===== config.mk =====
export PLATFORM = sky130hd
export DESIGN_NAME = hazard_ctrl
export DESIGN_NICKNAME = d
export VERILOG_FILES = /design/src/rtl/hazard_ctrl.sv
export SDC_FILE = /design/constraint.sdc
export NUM_CORES = 1
export LEC_CHECK = 0
export CAP_MARGIN = 5
export CORE_ASPECT_RATIO = 0.6
export CORE_MARGIN = 4
export CORE_UTILIZATION = 45
export DETAILED_ROUTE_END_ITERATION = 8
export GPL_TIMING_DRIVEN = 1
export PLACE_DENSITY = 0.76
export SETUP_SLACK_MARGIN = 0.3
export SYNTH_ARGS = -nofsm -noshare
export SYNTH_HDL_FRONTEND = slang
export SYNTH_SLANG_ARGS = --single-unit

===== constraint.sdc =====
create_clock -name clk -period 3.1 [get_ports clk]
set_clock_uncertainty 0.1 [all_clocks]
set_input_delay 0.31 -clock clk [delete_from_list [all_inputs] [get_ports clk]]
set_output_delay 0.31 -clock clk [all_outputs]
set_load 0.03 [all_outputs]

===== src/rtl/hazard_ctrl.sv =====
// Pipeline hazard and stall controller for the 16-bit 5-stage core.
// Drives IF/ID, ID/EX and EX/MEM enables and flushes, and keeps saturating performance counters.
module hazard_ctrl #(
    parameter int BR_PENALTY = 1,
    parameter int R0_ZERO    = 1,
    parameter int CNT_W      = 16
) (
    input  logic             clk,
    input  logic             reset,
    input  logic             id_valid,
    input  logic [2:0]       id_rs1,
    input  logic [2:0]       id_rs2,
    input  logic             id_uses_rs2,
    input  logic [2:0]       ex_rd,
    input  logic             ex_memread,
    input  logic             ex_regwr,
    input  logic             ex_br_taken,
    input  logic             mem_req,
    input  logic             mem_ready,
    output logic             pc_write,
    output logic             ifid_write,
    output logic             ifid_flush,
    output logic             idex_flush,
    output logic             pipe_hold,
    output logic [1:0]       state,
    output logic [CNT_W-1:0] stall_cnt,
    output logic [CNT_W-1:0] flush_cnt
);

    typedef enum logic [1:0] {
        RUN     = 2'd0,
        FLUSH   = 2'd1,
        MEMWAIT = 2'd2
    } state_t;

    state_t     state_r;
    state_t     next_state;
    logic [2:0] fl_cnt;
    logic [2:0] next_fl;
    logic       stall_inc;
    logic       flush_inc;
    logic       load_use;
    logic       mem_stall;
    logic       rd_is_zero;

    assign rd_is_zero = (R0_ZERO != 0) && (ex_rd == 3'd0);
    assign load_use   = id_valid && ex_memread && ex_regwr && !rd_is_zero &&
                        ((ex_rd == id_rs1) || (id_uses_rs2 && (ex_rd == id_rs2)));
    assign mem_stall  = mem_req && !mem_ready;
    assign state      = state_r;

    always_ff @(posedge clk or posedge reset) begin
        if (reset) begin
            state_r   <= RUN;
            fl_cnt    <= 3'd0;
            stall_cnt <= '0;
            flush_cnt <= '0;
        end else begin
            state_r <= next_state;
            fl_cnt  <= next_fl;
            if (stall_inc && (stall_cnt != {CNT_W{1'b1}}))
                stall_cnt <= stall_cnt + 1'b1;
            if (flush_inc && (flush_cnt != {CNT_W{1'b1}}))
                flush_cnt <= flush_cnt + 1'b1;
        end
    end

    // Outputs act in the same cycle as the inputs that cause them; reset forces every enable low.
    always_comb begin
        next_state = state_r;
        next_fl    = fl_cnt;
        pc_write   = 1'b1;
        ifid_write = 1'b1;
        ifid_flush = 1'b0;
        idex_flush = 1'b0;
        pipe_hold  = 1'b0;
        stall_inc  = 1'b0;
        flush_inc  = 1'b0;

        case (state_r)
            RUN: begin
                if (mem_stall) begin
                    pc_write   = 1'b0;
                    ifid_write = 1'b0;
                    pipe_hold  = 1'b1;
                    stall_inc  = 1'b1;
                    next_state = MEMWAIT;
                end else if (ex_br_taken) begin
                    ifid_flush = 1'b1;
                    idex_flush = 1'b1;
                    flush_inc  = 1'b1;
                    if (BR_PENALTY > 1) begin
                        next_state = FLUSH;
                        next_fl    = 3'(BR_PENALTY - 1);
                    end
                end else if (load_use) begin
                    pc_write   = 1'b0;
                    ifid_write = 1'b0;
                    idex_flush = 1'b1;
                    stall_inc  = 1'b1;
                end
            end

            FLUSH: begin
                // A memory wait takes over and the remaining wrong-path flush cycles are dropped.
                if (mem_stall) begin
                    pc_write   = 1'b0;
                    ifid_write = 1'b0;
                    pipe_hold  = 1'b1;
                    stall_inc  = 1'b1;
                    next_state = MEMWAIT;
                    next_fl    = 3'd0;
                end else begin
                    ifid_flush = 1'b1;
                    if (fl_cnt <= 3'd1) begin
                        next_state = RUN;
                        next_fl    = 3'd0;
                    end else begin
                        next_fl = fl_cnt - 3'd1;
                    end
                end
            end

            MEMWAIT: begin
                // Branches and load-use seen here are replayed by the frozen EX instruction after release.
                if (mem_ready) begin
                    next_state = RUN;
                end else begin
                    pc_write   = 1'b0;
                    ifid_write = 1'b0;
                    pipe_hold  = 1'b1;
                    stall_inc  = 1'b1;
                end
            end

            default: begin
                next_state = RUN;
                next_fl    = 3'd0;
            end
        endcase

        if (reset) begin
            pc_write   = 1'b0;
            ifid_write = 1'b0;
            ifid_flush = 1'b0;
            idex_flush = 1'b0;
            pipe_hold  = 1'b0;
            stall_inc  = 1'b0;
            flush_inc  = 1'b0;
        end
    end

endmodule


==> results of run 1 <==
[power by group through the flow]
stage / sequential, mW / clock (mW) / combinational (mW)
6_report: 0.568 / 0.428 / 0.434
3_5_place_dp: 0.575 / 0 / 0.440
3_3_place_gp: 0.574 / 0 / 0.429
2_1_floorplan: 0.679 / 0 / 0.139
5_1_grt: 0.583 / 0.457 / 0.463
4_1_cts: 0.568 / 0.439 / 0.439
[final cells by class]
class | instances | share of cell area (%)
Sequential cell | 33 | 32.3
Clock buffer | 6 | 3.23
Multi-Input combinational cell | 120 | 38.0
Tap cell | 47 | 2.30
Clock inverter | 2 | 1.47
Timing Repair Buffer | 57 | 22.1
Inverter | 4 | 0.587
[through the flow]
step / total power [mW] / area, sq um / cells / worst slack [ps] / util, %
global placement: 1.00 / 2440 / 261 / 347 / 63.7
floorplan: 0.818 / 1860 / 162 / 751 / -
finish: 1.43 / 2560 / 269 / 554 / 66.8
detailed placement: 1.01 / 2440 / 261 / 196 / 63.7
global route: 1.50 / 2560 / 269 / 422 / 66.8
CTS: 1.45 / 2550 / 269 / 317 / 66.7
[critical path, stage by stage]
cell	delay, ps
sky130_fd_sc_hd__clkdlybuf4s50_1	550
sky130_fd_sc_hd__xnor2_1	110
sky130_fd_sc_hd__and4_1	220
sky130_fd_sc_hd__o211a_1	230
sky130_fd_sc_hd__a211oi_1	270
sky130_fd_sc_hd__dlygate4sd2_1	450
[routing by layer]
metal	vias up	part of all wire [%]
met1	707	49
met4	0	0.76
met5	-	0
li1	706	-
met3	6	5.5
met2	40	45
[final timing paths]
path / from / endpoint / cells past startpoint
max reg2reg: stall_cnt[0]$_DFFE_PP0P_ / stall_cnt[1]$_DFFE_PP0P_ / 6
max in group asynchronous: reset / flush_cnt[3]$_DFFE_PP0P_ / 3
max: ex_rd[0] / pc_write / 6
min reg2reg: flush_cnt[15]$_DFFE_PP0P_ / flush_cnt[15]$_DFFE_PP0P_ / 1
min: reset / state[1]$_DFFE_PP0P_ / 2
min in group clk: flush_cnt[15]$_DFFE_PP0P_ / flush_cnt[15]$_DFFE_PP0P_ / 1
[logic make-up after synthesis]
group / count (synthesis) / synth area share (%)
AND/OR/NAND/NOR: 55 / 18.4
XOR/XNOR: 35 / 16.5
flip-flops: 33 / 44.4
AO/OA/AOI/OAI: 24 / 14.1
buffers and inverters: 9 / 3.36
multiplexers: 3 / 1.75
adder cells (fa/ha/maj): 2 / 1.34
other: 1 / 0.202
[cell usage after synthesis (2+ instances only)]
library cell | number | share of area [%]
sky130_fd_sc_hd__buf_4 | 3 | 1.2
sky130_fd_sc_hd__o2111ai_2 | 4 | 3.2
sky130_fd_sc_hd__nor3_2 | 2 | 1.1
sky130_fd_sc_hd__a211oi_1 | 3 | 1.2
sky130_fd_sc_hd__o2111ai_1 | 4 | 1.9
sky130_fd_sc_hd__inv_1 | 4 | 0.81
sky130_fd_sc_hd__nand4_1 | 4 | 1.3
sky130_fd_sc_hd__nand3_1 | 8 | 2.2
sky130_fd_sc_hd__dfrtp_1 | 33 | 44
sky130_fd_sc_hd__and2_1 | 3 | 1.0
sky130_fd_sc_hd__xnor2_1 | 28 | 13
sky130_fd_sc_hd__o211ai_2 | 6 | 4.0
sky130_fd_sc_hd__ha_1 | 2 | 1.3
sky130_fd_sc_hd__and3_1 | 12 | 4.0
sky130_fd_sc_hd__nand2_1 | 6 | 1.2
sky130_fd_sc_hd__xor2_1 | 7 | 3.3
sky130_fd_sc_hd__mux2_2 | 2 | 1.2
sky130_fd_sc_hd__and4_1 | 5 | 2.4
sky130_fd_sc_hd__nor2_1 | 7 | 1.4
sky130_fd_sc_hd__o211a_1 | 2 | 1.1
[what timing repair did]
action | 4_1_cts | 5_1_grt
gates resized for setup | 2 | 1
pin swaps | 0 | 0
hold buffers | 0 | 0
endpoints found under the setup margin | 2 | 1
buffers inserted | 0 | 0
[state kept, by name, indices dropped and copies added, names as in the netlist]
register   count
flush_cnt     16
stall_cnt     16
state          1
==> metrics.txt, run 1 <==
# TYPE chip_impl_metric gauge
chip_impl_info{name="run_status",value="finished, final reports clean"} 1
chip_impl_metric{name="ys_async_sr_fraction",unit="%"} 100
chip_impl_metric{name="multi_input_area",unit="sq um"} 972
chip_impl_metric{name="p_leak",unit="nW"} 1.08
chip_impl_metric{name="post-dp-hpwl",unit="um"} 3350
chip_impl_metric{name="final_hold_viol_count",unit=""} 0
chip_impl_metric{name="io_pins",unit=""} 57
chip_impl_metric{name="grt_pass1_vias",unit=""} 1537
chip_impl_metric{name="grt_first_pass_wirelength",unit="um"} 7450
chip_impl_metric{name="layout_stage_area_growth_over_the_synthesis_result",unit="%"} 37.5
chip_impl_info{name="worstSetupPathType",value="input pin to primary output"} 1
chip_impl_metric{name="core",unit="sq um"} 3830
chip_impl_metric{name="timing.max_cap.violations",unit=""} 0
chip_impl_metric{name="via_per_inst",unit=""} 5.42
chip_impl_metric{name="gp_congestion",unit=""} 0.847
chip_impl_info{name="most-common-layout-cells",value="sky130_fd_sc_hd__clkdlybuf4s50_1 (52), sky130_fd_sc_hd__dfrtp_1 (33), sky130_fd_sc_hd__xnor2_1 (28)"} 1
chip_impl_metric{name="floorplan.initialDensity",unit="%"} 48.6
chip_impl_metric{name="switching_power_summed_over_all_nets",unit="mW"} 0.480
chip_impl_metric{name="reg2reg_setup_slack",unit="ps"} 810
chip_impl_metric{name="worst_hold_slack",unit="ps"} 226
chip_impl_metric{name="p_int",unit="mW"} 0.950
chip_impl_metric{name="min_period",unit="ps"} 2550
chip_impl_metric{name="drive_gt1_share",unit="%"} 14.4
chip_impl_metric{name="synth.cell_area",unit="sq um"} 1860
chip_impl_info{name="clk_tree_root_cell",value="sky130_fd_sc_hd__clkbuf_8"} 1
chip_impl_metric{name="ir_worst_vdd",unit="mV"} 0.231
chip_impl_metric{name="cts-buffers-inserted",unit=""} 5
chip_impl_metric{name="clk_slew_on_worst_s_h_paths",unit="ps"} 60
chip_impl_metric{name="design.die.area",unit="sq um"} 5260
chip_impl_metric{name="power.share.clock",unit="%"} 29.9
chip_impl_metric{name="detail-route-antenna-nets",unit=""} 0
chip_impl_metric{name="timing.setup.tns",unit="ps"} 0
chip_impl_metric{name="yosys_reg_bits",unit=""} 33
chip_impl_metric{name="power_density",unit="nW/um^2"} 559
chip_impl_metric{name="portBuffers",unit=""} 55
chip_impl_metric{name="post_synth_edffs",unit=""} 0
chip_impl_metric{name="die_height",unit="um"} 57.8
chip_impl_metric{name="ff_latch_area",unit="sq um"} 826
chip_impl_metric{name="synth.avg_cell_area",unit="sq um"} 11.5
chip_impl_metric{name="insertion_delay",unit="ps"} 290
chip_impl_metric{name="period_share",unit="%"} 82.1
chip_impl_metric{name="finalSetupViolations",unit=""} 0
chip_impl_metric{name="grt_use_met2",unit="%"} 28.5
chip_impl_info{name="hold_class",value="input pin to async pin"} 1
chip_impl_metric{name="path_max_fanout",unit=""} 3
chip_impl_metric{name="postSynthNetCount",unit=""} 182
chip_impl_metric{name="synth_cell_types",unit=""} 37
chip_impl_metric{name="cp.required",unit="ps"} 2690
chip_impl_info{name="rsz0062_at_grt",value="no"} 1
chip_impl_metric{name="combinationalPowerShare",unit="%"} 30.3
chip_impl_metric{name="grt.met1_usage",unit="%"} 22.9
chip_impl_metric{name="cts_num_sinks",unit=""} 33
chip_impl_info{name="ys.flop_type",value="sky130_fd_sc_hd__dfrtp_1"} 1
chip_impl_metric{name="synthesis.yosys.warnings",unit=""} 0
chip_impl_metric{name="fmax",unit="MHz"} 393
chip_impl_metric{name="grt_antenna_before_repair",unit=""} 0
chip_impl_metric{name="power.switching_fraction",unit="%"} 33.6
chip_impl_info{name="grt-busiest-layer",value="met2"} 1
chip_impl_metric{name="post_drt_wl_per_cell",unit="um"} 16.6
chip_impl_metric{name="clock_path_buffers",unit=""} 2
chip_impl_metric{name="arrival",unit="ps"} 2140
chip_impl_metric{name="postRouteWirelength",unit="um"} 4460
chip_impl_metric{name="groute.layer.met3.usage",unit="%"} 5.58
chip_impl_metric{name="fillCellCount",unit=""} 304
chip_impl_metric{name="grt_start_max_net_pins",unit=""} 33
chip_impl_info{name="cts_tree",value="built"} 1
chip_impl_metric{name="num_antenna_cells",unit=""} 0
chip_impl_metric{name="final-max-slew-violation-count",unit=""} 0
chip_impl_metric{name="syn_inst",unit=""} 162
chip_impl_metric{name="vias",unit=""} 1459
chip_impl_metric{name="row_count",unit=""} 17
chip_impl_info{name="critPathLaunchType",value="input pin"} 1
chip_impl_metric{name="ctsHtreeMaxLevel",unit=""} 2
chip_impl_metric{name="grt_remaining_overflow",unit=""} 0
chip_impl_metric{name="power_frac_seq",unit="%"} 39.8
chip_impl_metric{name="drt_iter0_markers",unit=""} 32
chip_impl_metric{name="grt_usage",unit="%"} 17.8
chip_impl_metric{name="fin_nets",unit=""} 241
chip_impl_metric{name="dieWidth",unit="um"} 91.0
chip_impl_info{name="most_common_cell_after_layout_fill_and_taps_aside",value="sky130_fd_sc_hd__clkdlybuf4s50_1"} 1
chip_impl_metric{name="drt_pre_antenna_iters",unit=""} 4
chip_impl_metric{name="detail_route.drc_violations",unit=""} 0
chip_impl_metric{name="seq_area_frac_synth",unit="%"} 44.4
chip_impl_info{name="endpoint_kind",value="primary output"} 1
(Power assumes the default switching activity.)
==> inputs of run 2 (changes only) <==
==> constraint.sdc (replaced) <==
create_clock -name clk -period 2.6 [get_ports clk]
set_clock_uncertainty 0.1 [all_clocks]
set_input_delay 0.26 -clock clk [delete_from_list [all_inputs] [get_ports clk]]
set_output_delay 0.26 -clock clk [all_outputs]
set_load 0.03 [all_outputs]
==> metrics.txt, run 2 (synthesis results as in run 1) <==
# TYPE chip_impl_metric gauge
chip_impl_metric{name="finish.instance_area",unit="sq um"} 2550
chip_impl_metric{name="design.die.area",unit="sq um"} 5260
chip_impl_metric{name="arrival",unit="ps"} 1810
chip_impl_metric{name="power_density",unit="nW/um^2"} 654
chip_impl_metric{name="fillCellCount",unit=""} 300
chip_impl_metric{name="fin_nets",unit=""} 242
chip_impl_metric{name="grt_antenna_before_repair",unit=""} 0
chip_impl_metric{name="ff_latch_area",unit="sq um"} 826
chip_impl_metric{name="drive_gt1_share",unit="%"} 16.7
chip_impl_metric{name="post_drt_wl_per_cell",unit="um"} 16.4
chip_impl_metric{name="via_per_inst",unit=""} 5.50
chip_impl_metric{name="insertion_delay",unit="ps"} 290
chip_impl_metric{name="cp.required",unit="ps"} 2240
chip_impl_metric{name="period_share",unit="%"} 83.4
chip_impl_metric{name="num_antenna_cells",unit=""} 0
chip_impl_metric{name="drt_pre_antenna_iters",unit=""} 4
chip_impl_metric{name="cts_num_sinks",unit=""} 33
chip_impl_metric{name="detail_route.drc_violations",unit=""} 0
chip_impl_metric{name="grt_first_pass_wirelength",unit="um"} 7370
chip_impl_metric{name="fmax",unit="MHz"} 461
chip_impl_metric{name="cts-buffers-inserted",unit=""} 5
chip_impl_info{name="crit-reg2reg-capture",value="flush_cnt[6]$_DFFE_PP0P_"} 1
chip_impl_metric{name="p_leak",unit="nW"} 1.09
chip_impl_metric{name="place_ws",unit="ps"} 314
chip_impl_metric{name="detailed_place.area",unit="sq um"} 2430
chip_impl_metric{name="p_total",unit="mW"} 1.66
chip_impl_metric{name="min_period",unit="ps"} 2170
chip_impl_metric{name="io_pins",unit=""} 57
chip_impl_metric{name="gp_congestion",unit=""} 0.839
chip_impl_info{name="worstPathCellList",value="clkdlybuf4s50_1 -> xnor2_1 -> and4_1 -> o211a_1 -> a211oi_2 -> buf_4"} 1
chip_impl_info{name="hold_class",value="flop to flop"} 1
chip_impl_metric{name="ir_worst_vdd",unit="mV"} 0.347
chip_impl_info{name="most-common-layout-cells",value="sky130_fd_sc_hd__clkdlybuf4s50_1 (50), sky130_fd_sc_hd__dfrtp_1 (33), sky130_fd_sc_hd__xnor2_1 (28)"} 1
chip_impl_info{name="worstHoldEndpoint",value="stall_cnt[15]$_DFFE_PP0P_"} 1
chip_impl_metric{name="final_cells",unit=""} 269
chip_impl_info{name="startpoint",value="ex_rd[1]"} 1
chip_impl_metric{name="place_inst",unit=""} 262
chip_impl_metric{name="floorplan.initialDensity",unit="%"} 48.6
chip_impl_metric{name="finalSetupViolations",unit=""} 0
chip_impl_metric{name="drt_iter0_markers",unit=""} 75
chip_impl_info{name="most_common_cell_after_layout_fill_and_taps_aside",value="sky130_fd_sc_hd__clkdlybuf4s50_1"} 1
chip_impl_info{name="rsz0062_at_grt",value="no"} 1
chip_impl_metric{name="die_height",unit="um"} 57.8
chip_impl_metric{name="cpPeakStageDelay",unit="ps"} 480
chip_impl_info{name="clk_tree_root_cell",value="sky130_fd_sc_hd__clkbuf_8"} 1
chip_impl_metric{name="timing.max_cap.violations",unit=""} 0
chip_impl_info{name="run_status",value="finished, final reports clean"} 1
chip_impl_metric{name="grt_start_max_net_pins",unit=""} 34
chip_impl_metric{name="path_max_fanout",unit=""} 3
chip_impl_metric{name="final-max-slew-violation-count",unit=""} 0
chip_impl_info{name="cts_tree",value="built"} 1
chip_impl_metric{name="worstHoldPathCells",unit=""} 1
chip_impl_metric{name="final_core_util",unit="%"} 66.5
chip_impl_metric{name="worst-path-buf-inv",unit=""} 2
chip_impl_metric{name="core",unit="sq um"} 3830
chip_impl_metric{name="grt_usage",unit="%"} 18.0
chip_impl_metric{name="detail-route-antenna-nets",unit=""} 0
chip_impl_info{name="worstSetupPathType",value="input pin to primary output"} 1
chip_impl_metric{name="clock_path_buffers",unit=""} 2
chip_impl_metric{name="final_hold_viol_count",unit=""} 0
chip_impl_metric{name="clk_slew_on_worst_s_h_paths",unit="ps"} 70
chip_impl_info{name="standard_cell_with_the_maximum_stage_delay_on_the_critical_path",value="sky130_fd_sc_hd__clkdlybuf4s50_1"} 1
chip_impl_info{name="hold_start",value="stall_cnt[15]$_DFFE_PP0P_"} 1
chip_impl_metric{name="ctsHtreeMaxLevel",unit=""} 2
chip_impl_metric{name="multi_input_area",unit="sq um"} 977
chip_impl_metric{name="portBuffers",unit=""} 55
chip_impl_info{name="worst_path_dominant_cell_family",value="buffers and inverters"} 1
chip_impl_metric{name="dieWidth",unit="um"} 91.0
chip_impl_info{name="endpoint_kind",value="primary output"} 1
chip_impl_metric{name="layout_stage_area_growth_over_the_synthesis_result",unit="%"} 36.9
chip_impl_metric{name="timing.setup.tns",unit="ps"} 0
chip_impl_metric{name="row_count",unit=""} 17
chip_impl_metric{name="postRouteWirelength",unit="um"} 4420
chip_impl_metric{name="grt_pass1_vias",unit=""} 1457
chip_impl_metric{name="worst_hold_slack",unit="ps"} 399
chip_impl_metric{name="final.setup.worst_slack",unit="ps"} 432
chip_impl_metric{name="vias",unit=""} 1479
chip_impl_metric{name="post-dp-hpwl",unit="um"} 3360
chip_impl_metric{name="grt_remaining_overflow",unit=""} 0
chip_impl_info{name="critPathLaunchType",value="input pin"} 1
chip_impl_info{name="crit-reg2reg-launch",value="flush_cnt[0]$_DFFE_PP0P_"} 1
chip_impl_metric{name="reg2regPathDepth",unit=""} 6
chip_impl_metric{name="reg2reg_setup_slack",unit="ps"} 630
==> run 2: layer usage <==
metal  vias up  GRT usage [%]  share of wire, %
met2        41           28.8                45
met5         -              0                 0
met4         0           7.73               1.7
met3         7           4.93               5.0
li1        713              -                 -
met1       718           23.2                48
==> run 2: area by class of cell <==
cell class                      count  area share, %
Clock buffer                        5           2.70
Clock inverter                      2           1.38
Inverter                            4          0.590
Multi-Input combinational cell    120           38.4
Sequential cell                    33           32.4
Tap cell                           47           2.31
Timing Repair Buffer               58           22.2
==> run 2: where the power goes <==
part           leakage [nW]  internal (mW)  total, mW  switching (mW)
Clock                0.0540          0.278      0.464           0.186
Combinational         0.599          0.237      0.518           0.282
Sequential            0.433          0.585      0.681          0.0965
Total                  1.09           1.10       1.66           0.564
==> run 2: worst reg2reg max path, stage by stage, from the launching register on <==
cell	delay, ps
sky130_fd_sc_hd__dfrtp_1	440
sky130_fd_sc_hd__ha_1	220
sky130_fd_sc_hd__and3_1	210
sky130_fd_sc_hd__nand4_1	190
sky130_fd_sc_hd__a21oi_1	370
sky130_fd_sc_hd__and3_1	230
sky130_fd_sc_hd__xor2_1	140
==> run 2: timing repair <==
| item | CTS | global route |
|---|---|---|
| hold buffers | 0 | 0 |
| setup endpoints to repair | 0 | 3 |
| gates resized for setup | 0 | 2 |
| setup buffers | 0 | 0 |
==> run 2: worst max-delay path by stage <==
stage | to | slack, ps | cells past startpoint
after floorplan | pc_write | 350 | 5
after global placement | ifid_flush | 330 | 4
after detailed placement | ifid_flush | 310 | 4
after CTS | ifid_flush | 310 | 4
after global routing | pc_write | 370 | 6
final | ifid_write | 430 | 6
==> inputs of run 3 (changes only) <==
==> constraint.sdc (replaced) <==
create_clock -name clk -period 2.2 [get_ports clk]
set_clock_uncertainty 0.1 [all_clocks]
set_input_delay 0.22 -clock clk [delete_from_list [all_inputs] [get_ports clk]]
set_output_delay 0.22 -clock clk [all_outputs]
set_load 0.03 [all_outputs]
==> metrics.txt, run 3 (synthesis results as in run 1) <==
# TYPE chip_impl_metric gauge
chip_impl_info{name="endpoint_kind",value="flop"} 1
chip_impl_metric{name="arrival",unit="ps"} 1930
chip_impl_metric{name="timing.setup.tns",unit="ps"} 0
chip_impl_metric{name="die_height",unit="um"} 57.8
chip_impl_info{name="worstSetupPathType",value="flop to flop"} 1
chip_impl_info{name="most-common-layout-cells",value="sky130_fd_sc_hd__clkdlybuf4s50_1 (40), sky130_fd_sc_hd__dfrtp_1 (29), sky130_fd_sc_hd__xnor2_1 (28)"} 1
chip_impl_info{name="hold_class",value="flop to flop"} 1
chip_impl_metric{name="drive_gt1_share",unit="%"} 26.4
chip_impl_metric{name="core",unit="sq um"} 3830
chip_impl_metric{name="final_hold_viol_count",unit=""} 0
chip_impl_metric{name="io_pins",unit=""} 57
chip_impl_metric{name="final_cells",unit=""} 278
chip_impl_info{name="cts_tree",value="built"} 1
chip_impl_metric{name="fmax",unit="MHz"} 536
chip_impl_info{name="startpoint",value="flush_cnt[6]$_DFFE_PP0P_"} 1
chip_impl_metric{name="via_per_inst",unit=""} 5.52
chip_impl_metric{name="p_leak",unit="nW"} 1.13
chip_impl_metric{name="place_inst",unit=""} 265
chip_impl_metric{name="drt_pre_antenna_iters",unit=""} 6
chip_impl_metric{name="gp_congestion",unit=""} 0.844
chip_impl_metric{name="grt_start_max_net_pins",unit=""} 24
chip_impl_info{name="most_common_cell_after_layout_fill_and_taps_aside",value="sky130_fd_sc_hd__clkdlybuf4s50_1"} 1
chip_impl_metric{name="ctsHtreeMaxLevel",unit=""} 2
chip_impl_info{name="crit-reg2reg-launch",value="flush_cnt[6]$_DFFE_PP0P_"} 1
chip_impl_info{name="crit-reg2reg-capture",value="flush_cnt[1]$_DFFE_PP0P_"} 1
chip_impl_metric{name="dieWidth",unit="um"} 91.0
chip_impl_metric{name="clock_path_buffers",unit=""} 2
chip_impl_metric{name="post_drt_wl_per_cell",unit="um"} 17.1
chip_impl_info{name="rsz0062_at_grt",value="yes"} 1
chip_impl_info{name="worstHoldEndpoint",value="stall_cnt[4]$_DFFE_PP0P_"} 1
chip_impl_info{name="critPathLaunchType",value="flop"} 1
chip_impl_metric{name="postRouteWirelength",unit="um"} 4740
chip_impl_metric{name="fin_nets",unit=""} 250
chip_impl_metric{name="path_max_fanout",unit=""} 5
chip_impl_metric{name="clk_slew_on_worst_s_h_paths",unit="ps"} 70
chip_impl_metric{name="reg2regPathDepth",unit=""} 5
chip_impl_metric{name="row_count",unit=""} 17
chip_impl_metric{name="num_antenna_cells",unit=""} 0
chip_impl_metric{name="vias",unit=""} 1535
chip_impl_metric{name="final-max-slew-violation-count",unit=""} 0
chip_impl_metric{name="grt_remaining_overflow",unit=""} 0
chip_impl_metric{name="insertion_delay",unit="ps"} 280
chip_impl_metric{name="ir_worst_vdd",unit="mV"} 0.367
chip_impl_info{name="hold_start",value="stall_cnt[4]$_DFFE_PP0P_"} 1
chip_impl_metric{name="cts_num_sinks",unit=""} 33
chip_impl_info{name="run_status",value="finished, final reports clean"} 1
chip_impl_metric{name="cp.required",unit="ps"} 2270
chip_impl_metric{name="power.switching_fraction",unit="%"} 34.6
chip_impl_metric{name="period_share",unit="%"} 84.8
chip_impl_metric{name="finalSetupViolations",unit=""} 0
chip_impl_metric{name="min_period",unit="ps"} 1870
chip_impl_metric{name="worstHoldPathCells",unit=""} 1
chip_impl_metric{name="power_density",unit="nW/um^2"} 740
chip_impl_info{name="clk_tree_root_cell",value="sky130_fd_sc_hd__clkbuf_8"} 1
chip_impl_metric{name="layout_stage_area_growth_over_the_synthesis_result",unit="%"} 42.8
chip_impl_metric{name="drt_iter0_markers",unit=""} 53
chip_impl_metric{name="floorplan.initialDensity",unit="%"} 48.6
chip_impl_metric{name="grt_pass1_vias",unit=""} 1564
chip_impl_metric{name="detail-route-antenna-nets",unit=""} 0
chip_impl_metric{name="power.share.clock",unit="%"} 25.6
chip_impl_metric{name="grt_antenna_before_repair",unit=""} 0
chip_impl_metric{name="cts-buffers-inserted",unit=""} 5
chip_impl_metric{name="grt_first_pass_wirelength",unit="um"} 7700
chip_impl_metric{name="combinationalPowerShare",unit="%"} 33.5
chip_impl_metric{name="detail_route.drc_violations",unit=""} 0
chip_impl_metric{name="post-dp-hpwl",unit="um"} 3530
chip_impl_metric{name="switching_power_summed_over_all_nets",unit="mW"} 0.680
chip_impl_metric{name="reg2reg_setup_slack",unit="ps"} 330
chip_impl_metric{name="design.die.area",unit="sq um"} 5260
chip_impl_metric{name="grt_usage",unit="%"} 18.2
chip_impl_metric{name="portBuffers",unit=""} 55
chip_impl_metric{name="p_int",unit="mW"} 1.29
chip_impl_metric{name="power_frac_seq",unit="%"} 40.9
chip_impl_metric{name="timing.max_cap.violations",unit=""} 0
[run 3: area by class of cell]
type                       instances  area, sq um
fill                             301         1170
timing repair buffer              66          627
clock buffer                       7         96.3
sequential                        33          831
clock inverter                     1         5.00
tap                               47         58.8
inverter                           4         15.0
multi-input combinational        120         1020
[run 3: what timing repair did]
action / CTS / global route
hold buffers: 0 / 0
endpoints found under the setup margin: 7 / 14
resized for setup: 15 / 12
pin swaps: 5 / 5
setup buffers: 2 / 3
[run 3: worst max path at each step]
stage,endpoint,cells after the start
floorplan,flush_cnt[1]$_DFFE_PP0P_,5
global placement,stall_cnt[1]$_DFFE_PP0P_,6
detailed placement,stall_cnt[1]$_DFFE_PP0P_,6
CTS,ifid_write,6
global route,flush_cnt[1]$_DFFE_PP0P_,5
finish,flush_cnt[1]$_DFFE_PP0P_,5
[run 3: metal layers]
metal / vias up / part of all wire [%] / track usage (%)
li1: 725 / - / -
met5: - / 0 / 0
met3: 4 / 4.7 / 4.93
met1: 763 / 48 / 25.2
met2: 43 / 46 / 28.3
met4: 0 / 0.80 / 5.15
[run 3: per-stage QoR]
step	hold WS (ps)	worst slack (ps)	util, %	instance area (sq um)	power (mW)
after global routing	423	286	69.4	2660	2.07
after detailed placement	395	11.8	65.0	2490	1.44
after floorplan	207	303	-	1870	1.16
after CTS	398	302	68.2	2610	1.95
after global placement	381	50.2	65.0	2490	1.42
final	403	335	69.4	2660	1.97
[run 3: power groups by stage]
stage | Sequential [mW] | Clock, mW | Combinational (mW)
floorplan | 0.962 | 0 | 0.197
global placement | 0.808 | 0 | 0.614
detailed placement | 0.814 | 0 | 0.627
CTS | 0.805 | 0.521 | 0.627
global route | 0.822 | 0.548 | 0.702
finish | 0.805 | 0.503 | 0.658
[run 3: critical path: stages (launching register included)]
cell,delay [ps]
sky130_fd_sc_hd__dfrtp_1,410
sky130_fd_sc_hd__and4_2,310
sky130_fd_sc_hd__and4_2,300
sky130_fd_sc_hd__nand3_1,140
sky130_fd_sc_hd__nand2_1,150
sky130_fd_sc_hd__mux2_2,340
